`src/rtl/switch_allocator.sv`:
```
// Switch allocator for a 5-port router. Each output has its own round-robin arbiter.
// Winning input queues are popped, and the crossbar selects and valids are registered.
module switch_allocator #(
    parameter int NPORTS = 5,
    parameter int PW     = 3
) (
    input  logic                 clk,
    input  logic                 rst,
    input  logic [NPORTS-1:0]    req_valid_i,
    input  logic [NPORTS*PW-1:0] req_port_i,
    input  logic [NPORTS-1:0]    out_ready_i,
    output logic [NPORTS-1:0]    pop_req_o,
    output logic [NPORTS*PW-1:0] xbar_sel_o,
    output logic [NPORTS-1:0]    out_valid_o,
    output logic                 bad_port_o
);

    logic [PW-1:0]     rr_ptr    [NPORTS];
    logic [NPORTS-1:0] req_mat   [NPORTS];
    logic [PW-1:0]     grant_idx [NPORTS];
    logic [NPORTS-1:0] grant_hit;
    logic              bad_now;

    // req_mat[j][i]: input i wants output j; out-of-range ports match no output
    always_comb begin
        bad_now = 1'b0;
        for (int j = 0; j < NPORTS; j++) begin
            req_mat[j] = '0;
            for (int i = 0; i < NPORTS; i++) begin
                if (req_valid_i[i] && (req_port_i[PW*i +: PW] == PW'(j)))
                    req_mat[j][i] = 1'b1;
            end
        end
        for (int i = 0; i < NPORTS; i++) begin
            if (req_valid_i[i] && (req_port_i[PW*i +: PW] >= PW'(NPORTS)))
                bad_now = 1'b1;
        end
    end

    always_comb begin
        logic [PW:0] idx;
        idx = '0;
        for (int j = 0; j < NPORTS; j++) begin
            grant_hit[j] = 1'b0;
            grant_idx[j] = '0;
            for (int k = 0; k < NPORTS; k++) begin
                idx = {1'b0, rr_ptr[j]} + (PW+1)'(k);
                if (idx >= (PW+1)'(NPORTS))
                    idx = idx - (PW+1)'(NPORTS);
                if (out_ready_i[j] && !grant_hit[j] && req_mat[j][idx[PW-1:0]]) begin
                    grant_hit[j] = 1'b1;
                    grant_idx[j] = idx[PW-1:0];
                end
            end
        end
    end

    // Each input names one port, so at most one output can grant it
    always_comb begin
        pop_req_o = '0;
        if (!rst) begin
            for (int j = 0; j < NPORTS; j++) begin
                if (grant_hit[j])
                    pop_req_o[grant_idx[j]] = 1'b1;
            end
        end
    end

    always_ff @(posedge clk) begin
        if (rst) begin
            for (int j = 0; j < NPORTS; j++)
                rr_ptr[j] <= '0;
            xbar_sel_o  <= '0;
            out_valid_o <= '0;
            bad_port_o  <= 1'b0;
        end else begin
            for (int j = 0; j < NPORTS; j++) begin
                out_valid_o[j] <= grant_hit[j];
                if (grant_hit[j]) begin
                    rr_ptr[j] <= (grant_idx[j] == PW'(NPORTS-1)) ? '0 : grant_idx[j] + PW'(1);
                    xbar_sel_o[PW*j +: PW] <= grant_idx[j];
                end
            end
            if (bad_now)
                bad_port_o <= 1'b1;
        end
    end

endmodule
```
`config.mk`:
```
export PLATFORM = sky130hd
export DESIGN_NAME = switch_allocator
export DESIGN_NICKNAME = d
export VERILOG_FILES = /design/src/rtl/switch_allocator.sv
export SDC_FILE = /design/constraint.sdc
export NUM_CORES = 1
export LEC_CHECK = 0
export ABC_AREA = 1
export BUFFER_PORTS_ARGS = -buffer_cell sky130_fd_sc_hd__buf_2
export CAP_MARGIN = 20
export CORE_AREA = 4 4 133 135
export DETAILED_ROUTE_END_ITERATION = 6
export DIE_AREA = 0 0 137 139
export PLACE_DENSITY = 0.61
export SLEW_MARGIN = 15
export SYNTH_ARGS = -nofsm -noshare
export SYNTH_HDL_FRONTEND = slang
export SYNTH_SLANG_ARGS = --single-unit
```
`constraint.sdc`:
```
create_clock -name clk -period 3 [get_ports clk]
set_clock_uncertainty 0.05 [all_clocks]
set_input_delay 0.15 -clock clk [delete_from_list [all_inputs] [get_ports clk]]
set_output_delay 0.15 -clock clk [all_outputs]
set_load 0.01 [all_outputs]
```
==> key figures, run 1 <==
Worst setup path
  – Kind of critical path: reg -> out
  – Worst setup SP type: register
  – FF-to-FF path depth: 22
  – Biggest cell delay along the critical path: ~0.40 ns
  – Critical register-to-register path endpoint: rr_ptr[0][14]$_SDFFCE_PP0P_
  – Cell breakdown of the critical path: inv_2 -> ha_4 -> inv_2 -> fa_2 -> inv_2 -> nand2_4 -> o21ai_4 -> inv_2 -> nand3_2 -> nand3_2 -> nand3_4 -> inv_1 -> nand3_2 -> nor2_2 -> nor2_2 -> nand3_4 -> buf_4 -> nand2_1 -> nand2_1 -> nor2_2 -> nor2_1 -> buf_2
  – RR Startpoint: rr_ptr[0][12]$_SDFFCE_PP0P_
  – Most frequent CP cell: inv_2
  – Master of the slowest instance on the critical path: edfxtp_1
  – Largest fanout on the critical path: 4
  – Top cell family by delay on the critical path: simple AND/OR/NAND/NOR gates
  – CP required: ~2.8 ns
  – Reg2reg setup slack: -0.34 ns
  – Count of buffer and inverter cells on the critical path: 7
  – Setup crit end kind: output pin
  – CP Data Arrival Time: 3.20 ns

Floorplanning
  – Total Die Area: around 19000 µm²
  – Placeable core region: around 16000 µm²
  – Vert. Die Dim: between 100 and 150 µm
  – # IOs: 53
  – Initial core utilization: roughly two fifths
  – Cell row count: 47
  – Horizontal extent of the die: between 100 and 150 µm

Synth
  – Number of synthesized register bits: 36
  – Number of enable flip-flop cells after synthesis: 15
  – Synth Cell Area: 6640 µm²
  – Sequential share of the synthesized area: 13.1%
  – Synthesized net count: 1227
  – Syn. warnings: 0
  – Mean area per synthesized cell: 5.80 µm²
  – Share of synthesized flip-flops with an asynchronous set or reset: 0%
  – Mapped Cells: ~1100
  – Unique masters post-synth: 44
  – Most instantiated flip-flop cell in the synthesis netlist: dfxtp_1

Timing
  – Final setup violating endpoints: 20
  – Crit share post-route: 113%
  – Hold slack final: about 0.20 ns
  – Count of final max-slew check failures: 0
  – Final hold violation count: 0
  – Unrepaired setup endpoints after global routing: yes
  – Transition time of the tightest slew-check pin: between 0.4 and 0.5 ns
  – Highest clock frequency the design can meet: around 290 MHz
  – Worst max-slew margin expressed relative to the limit: between 60% and 70%
  – Min cycle time layout: approximately 3.4 ns
  – Setup ws final: -0.399 ns

Placed design
  – Final estimated routing congestion in global placement: between 0.9 and 1
  – Sum of net half-perimeters after detailed placement: roughly 18000 µm
  – Setup WS pre-CTS: -0.231 ns
  – Port bufs: 52

Drt
  – TritonRoute pass-1 iters: 5
  – Post-detailed-route count of antenna-violating nets: 0
  – Via total after detailed routing: a little over 8000
  – Routed Wire Length: around 23000 µm
  – Avg WL per Cell: approximately 14 µm
  – Routed via count divided by cell count: 4.99
  – Number of design rule violations left after detail routing: 0
  – Iteration-0 DRC count of the detailed router: 477

Global route
  – Pin count of the biggest net entering global routing: 14
  – GRT Total Usage: between 20% and 30%
  – Initial antenna violation count: 0
  – Total overflow reported by the global router: 0
  – Global-route wire length before repair: roughly 34000 µm
  – Via count of the first global-routing pass: between 7000 and 8000

Clock network
  – CTS Root Cell: clkbuf_16
  – Clk pin slew, worst setup/hold paths: around 0.050 ns
  – CTS H-tree depth: 2
  – Cts bufs inserted: 5
  – TritonCTS clock tree: yes
  – Number of clock sinks seen by CTS: 36
  – Clock tree buffer depth: 2
  – Clock latency at the later pin of the worst-skew pair: 0.28 ns
  – CTS Hold Bufs: 0

Outcome
  – Outcome: finished with violations
  – Violations in the final reports: negative setup slack

Final layout
  – Relative area change from synthesis to final layout: 53.0%
  – Final layout net count: between 1500 and 2000
  – Antenna cells: 0
  – FILL cells: around 1500
  – Share of cells above drive strength 1: 42.5%

Worst hold path
  – Endpoint, Worst Hold: xbar_sel_o[14]$_SDFFE_PP0N_
  – Hold_sp: rst
  – Type of the tightest min-delay check: in -> reg
  – Number of instances on the worst hold path: 2

Flow run
  – Number of maximum-capacitance violations: 0
[logic make-up (layout without fill, tap and decap cells)]
group                    after synthesis  in the layout  share of synthesized area (%)
adder cells (fa/ha/maj)               55             55                           10.9
AND/OR/NAND/NOR                      703            703                           49.4
AO/OA/AOI/OAI                        112            112                           10.7
buffers and inverters                220            502                           13.0
flip-flops                            36             36                           13.1
XOR/XNOR                              19             19                           2.85
[cell type report]
type | count | area [µm²] | share of cell area (%)
clock buffers | 7 | 133 | 1.31
clock inverters | 1 | 5.00 | 0.0493
inverters | 209 | 802 | 7.90
multi-input cells | 889 | 6010 | 59.2
flip-flops and latches | 36 | 871 | 8.58
well taps | 220 | 275 | 2.71
repair buffers | 285 | 2050 | 20.2
[worst max path at each step]
stage,to,slack (ns),start,cells after the start
after detailed placement,rr_ptr[0][12]$_SDFFCE_PP0P_,-0.23,rr_ptr[0][6]$_SDFFCE_PP0P_,22
after global routing,pop_req_o[0],-0.57,rr_ptr[0][0]$_SDFFCE_PP0P_,24
after CTS,pop_req_o[4],-0.32,rr_ptr[0][3]$_SDFFCE_PP0P_,23
after floorplan,rr_ptr[0][13]$_SDFFCE_PP0P_,0.004,rr_ptr[0][12]$_SDFFCE_PP0P_,19
final,pop_req_o[1],-0.40,rr_ptr[0][12]$_SDFFCE_PP0P_,22
after global placement,rr_ptr[0][12]$_SDFFCE_PP0P_,-0.20,rr_ptr[0][6]$_SDFFCE_PP0P_,19
[metrics by stage]
stage               utilization, %  setup TNS, ns  area, µm²  std cells
global route                  61.7         -10.10      10200       1647
CTS                           56.3          -4.23       9280       1633
global placement              52.0          -3.07       8560       1587
detailed placement            52.0          -3.78       8560       1587
floorplan                        -              0       6750       1145
finish                        61.7          -5.85      10200       1647
[layout by cell type (no fill, tap or decap), types with 29 or more instances in the layout]
cell type  synthesis  final
ha_1              50     29
nand3_2           19     43
nand2_2           22     61
buf_2              3     52
inv_2             18     48
nor2_2             4     32
nand3_1          168    125
nor2_1           100     58
inv_1            190    154
buf_4              2    221
nand2_1          344    290
[synth_stat cells (all sizes together), types with 2 or more instances]
library cell,instances,area [µm²]
ha,50,626
dfxtp,21,420
xnor2,2,17.5
nor2,108,445
o31ai,4,30.0
a21oi,30,210
a31oi,5,31.3
o21bai,3,22.5
nand3b,3,22.5
edfxtp,15,450
o21ai,50,265
inv,208,781
nand2,369,1460
nand4,25,178
o211ai,14,105
fa,5,100
o22ai,2,12.5
nand3,193,1140
o21a,2,15.0
clkbuf,3,12.5
nor3,5,36.3
xor2,17,171
buf,8,63.8
[state kept, by name, summed over array words and instances, names as in the netlist]
register     cells
xbar_sel_o      15
bad_port_o       1
rr_ptr          15
out_valid_o      5
[worst register-to-register path, cell delays in order, from the launching register on]
cell and delay [ns]:
edfxtp_1 0.40, inv_2 0.14, ha_4 0.16, inv_2 0.04, fa_2 0.39, inv_2 0.10, nand2_4 0.08, o21ai_4 0.20
inv_2 0.06, nand3_2 0.08, nand3_2 0.09, nand3_4 0.09, inv_1 0.06, nand3_2 0.08, nor2_2 0.04, nor2_2 0.14
nand3_4 0.14, buf_6 0.14, buf_4 0.12, ha_1 0.18, xor2_1 0.16, inv_1 0.10, nor2_4 0.05
[per-layer routing]
metal  global-route usage, %  wire [µm]  vias up
met4                    4.73        500        0
met2                    36.1      11000      179
met1                    30.5      10400     3770
met3                    2.18        797       30
li1                        -          -     4241
met5                       0          0        -
[what timing repair did]
action                                  4_1_cts  5_1_grt
pin swaps                                    49       75
buffers inserted                             38       15
gates resized for setup                      87      202
endpoints found under the setup margin       20       37
Power of run 1 is not shown: default switching activity piles up to over one toggle a cycle in this logic, so the estimate is an artifact.
==> run 2: changes to the inputs <==
--- a/config.mk
+++ b/config.mk
@@ -11,7 +11,7 @@
 export CORE_AREA = 4 4 133 135
 export DETAILED_ROUTE_END_ITERATION = 6
 export DIE_AREA = 0 0 137 139
-export PLACE_DENSITY = 0.61
+export PLACE_DENSITY = 0.62
 export SLEW_MARGIN = 15
 export SYNTH_ARGS = -nofsm -noshare
 export SYNTH_HDL_FRONTEND = slang
==> key figures, run 2 (synthesized netlist as in run 1, its figures left out) <==
Outcome
  – Outcome: finished with violations
  – Violations in the final reports: negative setup slack

Final layout
  – FILL cells: 1544 (+3.0%)
  – Final Instance Count excl. Fillers: 1657 (+0.61%)
  – Antenna cells: 0 (unchanged)
  – Area used by sequential logic in the layout: 871 µm² (unchanged)
  – Most common library cell in the layout ignoring fill and taps: nand2_1
  – Top library cells by usage in the layout, fill and taps aside: nand2_1 (305), buf_4 (232), inv_1 (162)
  – Registers with the highest flip-flop counts: rr_ptr: 15 flops, xbar_sel_o: 15 flops, out_valid_o: 5 flops
  – Combined area of the multi-input logic cells: 5690 µm² (-5.3%)
  – Share of cells above drive strength 1: 39.3% (-3.1 points)
  – Relative area change from synthesis to final layout: 49.8%
  – Final layout net count: 1518 (+0.66%)

Worst setup path
  – Biggest cell delay along the critical path: 0.49 ns (+0.09 ns)
  – Master of the slowest instance on the critical path: edfxtp_1
  – Reg2reg setup slack: -0.32 ns (+0.02 ns)
  – Worst setup SP type: register
  – RR Startpoint: rr_ptr[0][13]$_SDFFCE_PP0P_
  – Setup crit end kind: output pin
  – Cell breakdown of the critical path: buf_6 -> fa_2 -> inv_2 -> nand2_2 -> nand2_2 -> nand2_2 -> inv_1 -> nand2_1 -> nand3_1 -> nand3_1 -> nand3_2 -> buf_4 -> nand3_4 -> nor2_4 -> nand3_2 -> nand3_4 -> inv_2 -> nand2_1 -> o21ai_1 -> nor2_1 -> nor2_2 -> buf_2
  – CP required: 2.80 ns (about the same)
  – Most frequent CP cell: nand2_2
  – End point of the critical path: pop_req_o[2]
  – Largest fanout on the critical path: 5 (+1)
  – Kind of critical path: reg -> out
  – FF-to-FF path depth: 22 (unchanged)
  – Setup crit start: rr_ptr[0][13]$_SDFFCE_PP0P_
  – CP Data Arrival Time: 3.22 ns (+0.02 ns)
  – Critical register-to-register path endpoint: rr_ptr[0][14]$_SDFFCE_PP0P_

Floorplanning
  – Placeable core region: 16500 µm² (unchanged)
  – # IOs: 53 (unchanged)
  – Vert. Die Dim: 139 µm (unchanged)
  – Cell row count: 47 (unchanged)
  – Total Die Area: 19000 µm² (unchanged)
  – Initial core utilization: 40.3% (unchanged)
  – Horizontal extent of the die: 137 µm (unchanged)

Placed design
  – Setup WS pre-CTS: -0.252 ns (-0.0209 ns)
  – Final estimated routing congestion in global placement: 0.949 (+5.2%)
  – Sum of net half-perimeters after detailed placement: 17700 µm (+0.73%)
  – Port bufs: 52 (unchanged)
  – Placed insts: 1593 (+0.38%)

Timing
  – Total Neg Setup Slack: -5.32 ns (+0.530 ns)
  – Final setup violating endpoints: 20 (unchanged)
  – Unrepaired setup endpoints after global routing: yes
  – Transition time of the tightest slew-check pin: 0.568 ns (+0.111 ns)
  – Highest clock frequency the design can meet: 293 MHz (-0.50%)
  – Worst max-slew margin expressed relative to the limit: 61.7% (-7.7 points)
  – Setup ws final: -0.416 ns (-0.0170 ns)
  – Count of final max-slew check failures: 0 (unchanged)
  – Final hold violation count: 0 (unchanged)
  – Min cycle time layout: 3.42 ns (+0.0170 ns)
  – Crit share post-route: 114% (+0.57 points)

Clock network
  – Number of clock sinks seen by CTS: 36 (unchanged)
  – CTS Hold Bufs: 0 (unchanged)
  – Clock tree buffer depth: 2 (unchanged)
  – Clock latency at the later pin of the worst-skew pair: 0.28 ns (about the same)
  – CTS H-tree depth: 2 (unchanged)
  – CTS Root Cell: clkbuf_16
  – Cts bufs inserted: 5 (unchanged)
  – Clk pin slew, worst setup/hold paths: 0.05 ns (about the same)
  – TritonCTS clock tree: yes

Drt
  – TritonRoute pass-1 iters: 6 (+1)
  – Routed via count divided by cell count: 5.03 (+0.80%)
  – Avg WL per Cell: 14.0 µm (+1.8%)
  – Iteration-0 DRC count of the detailed router: 727 (+52%)
  – Number of design rule violations left after detail routing: 0 (unchanged)
  – Via total after detailed routing: 8336 (+1.4%)
  – Post-detailed-route count of antenna-violating nets: 0 (unchanged)
  – Routed Wire Length: 23200 µm (+2.4%)

Global route
  – Via count of the first global-routing pass: 7519 (+3.2%)
  – Total overflow reported by the global router: 0 (unchanged)
  – Pin count of the biggest net entering global routing: 14 (unchanged)
  – GRT Total Usage: 23.0% (+1.2 points)
  – Global-route wire length before repair: 36400 µm (+5.7%)
  – Initial antenna violation count: 0 (unchanged)

Flow run
  – Number of maximum-capacitance violations: 0 (unchanged)

Worst hold path
  – Type of the tightest min-delay check: in -> reg
[run 2: repair_timing]
action | CTS | global route
hold endpoints to repair | 0 | 0
setup buffers | 36 | 20
setup endpoints to repair | 20 | 45
resized for setup | 101 | 106
pin swaps | 53 | 53
[run 2: per-stage QoR]
stage	util [%]	cell area [µm²]	hold WS (ns)
2_1_floorplan	-	6750	0.169
3_3_place_gp	52.3	8610	0.413
3_5_place_dp	52.3	8610	0.413
4_1_cts	57.1	9400	0.193
5_1_grt	60.4	9940	0.219
6_report	60.4	9940	0.203
[run 2: worst min path at each step]
stage | start | to | slack, ns | cells past startpoint
after floorplan | rst | xbar_sel_o[13]$_SDFFE_PP0N_ | 0.17 | 1
after global placement | xbar_sel_o[13]$_SDFFE_PP0N_ | xbar_sel_o[13]$_SDFFE_PP0N_ | 0.41 | 2
after CTS | rst | xbar_sel_o[14]$_SDFFE_PP0N_ | 0.19 | 2
final | rst | xbar_sel_o[14]$_SDFFE_PP0N_ | 0.20 | 2
after global routing | rst | xbar_sel_o[13]$_SDFFE_PP0N_ | 0.22 | 2
after detailed placement | xbar_sel_o[13]$_SDFFE_PP0N_ | xbar_sel_o[13]$_SDFFE_PP0N_ | 0.41 | 2
[run 2: worst max-delay path, delay by kind of cell (launching register included)]
family                   cells  cell delay, ns
adder cells (fa/ha/maj)      1            0.39
AND/OR/NAND/NOR             14            1.34
AO/OA/AOI/OAI                1            0.06
buffers and inverters        6            0.67
flip-flops                   1            0.49
[run 2: area by class of cell]
type	count	share of cell area [%]
clock buffer	6	1.30
clock inverter	2	0.352
inverter	209	8.07
multi-input combinational	889	57.3
sequential	36	8.76
tap	220	2.77
timing repair buffer	295	21.5
[run 2: metal layers]
| layer | up-vias | wire (µm) | GRT usage, % | part of all wire, % |
|---|---|---|---|---|
| li1 | 4254 | - | - | - |
| met1 | 3789 | 10500 | 32.0 | 45 |
| met2 | 241 | 11100 | 38.2 | 48 |
| met3 | 52 | 1010 | 2.43 | 4.4 |
| met4 | 0 | 596 | 5.41 | 2.6 |
| met5 | - | 0 | 0 | 0 |
Power of run 2 is left out for the same reason.
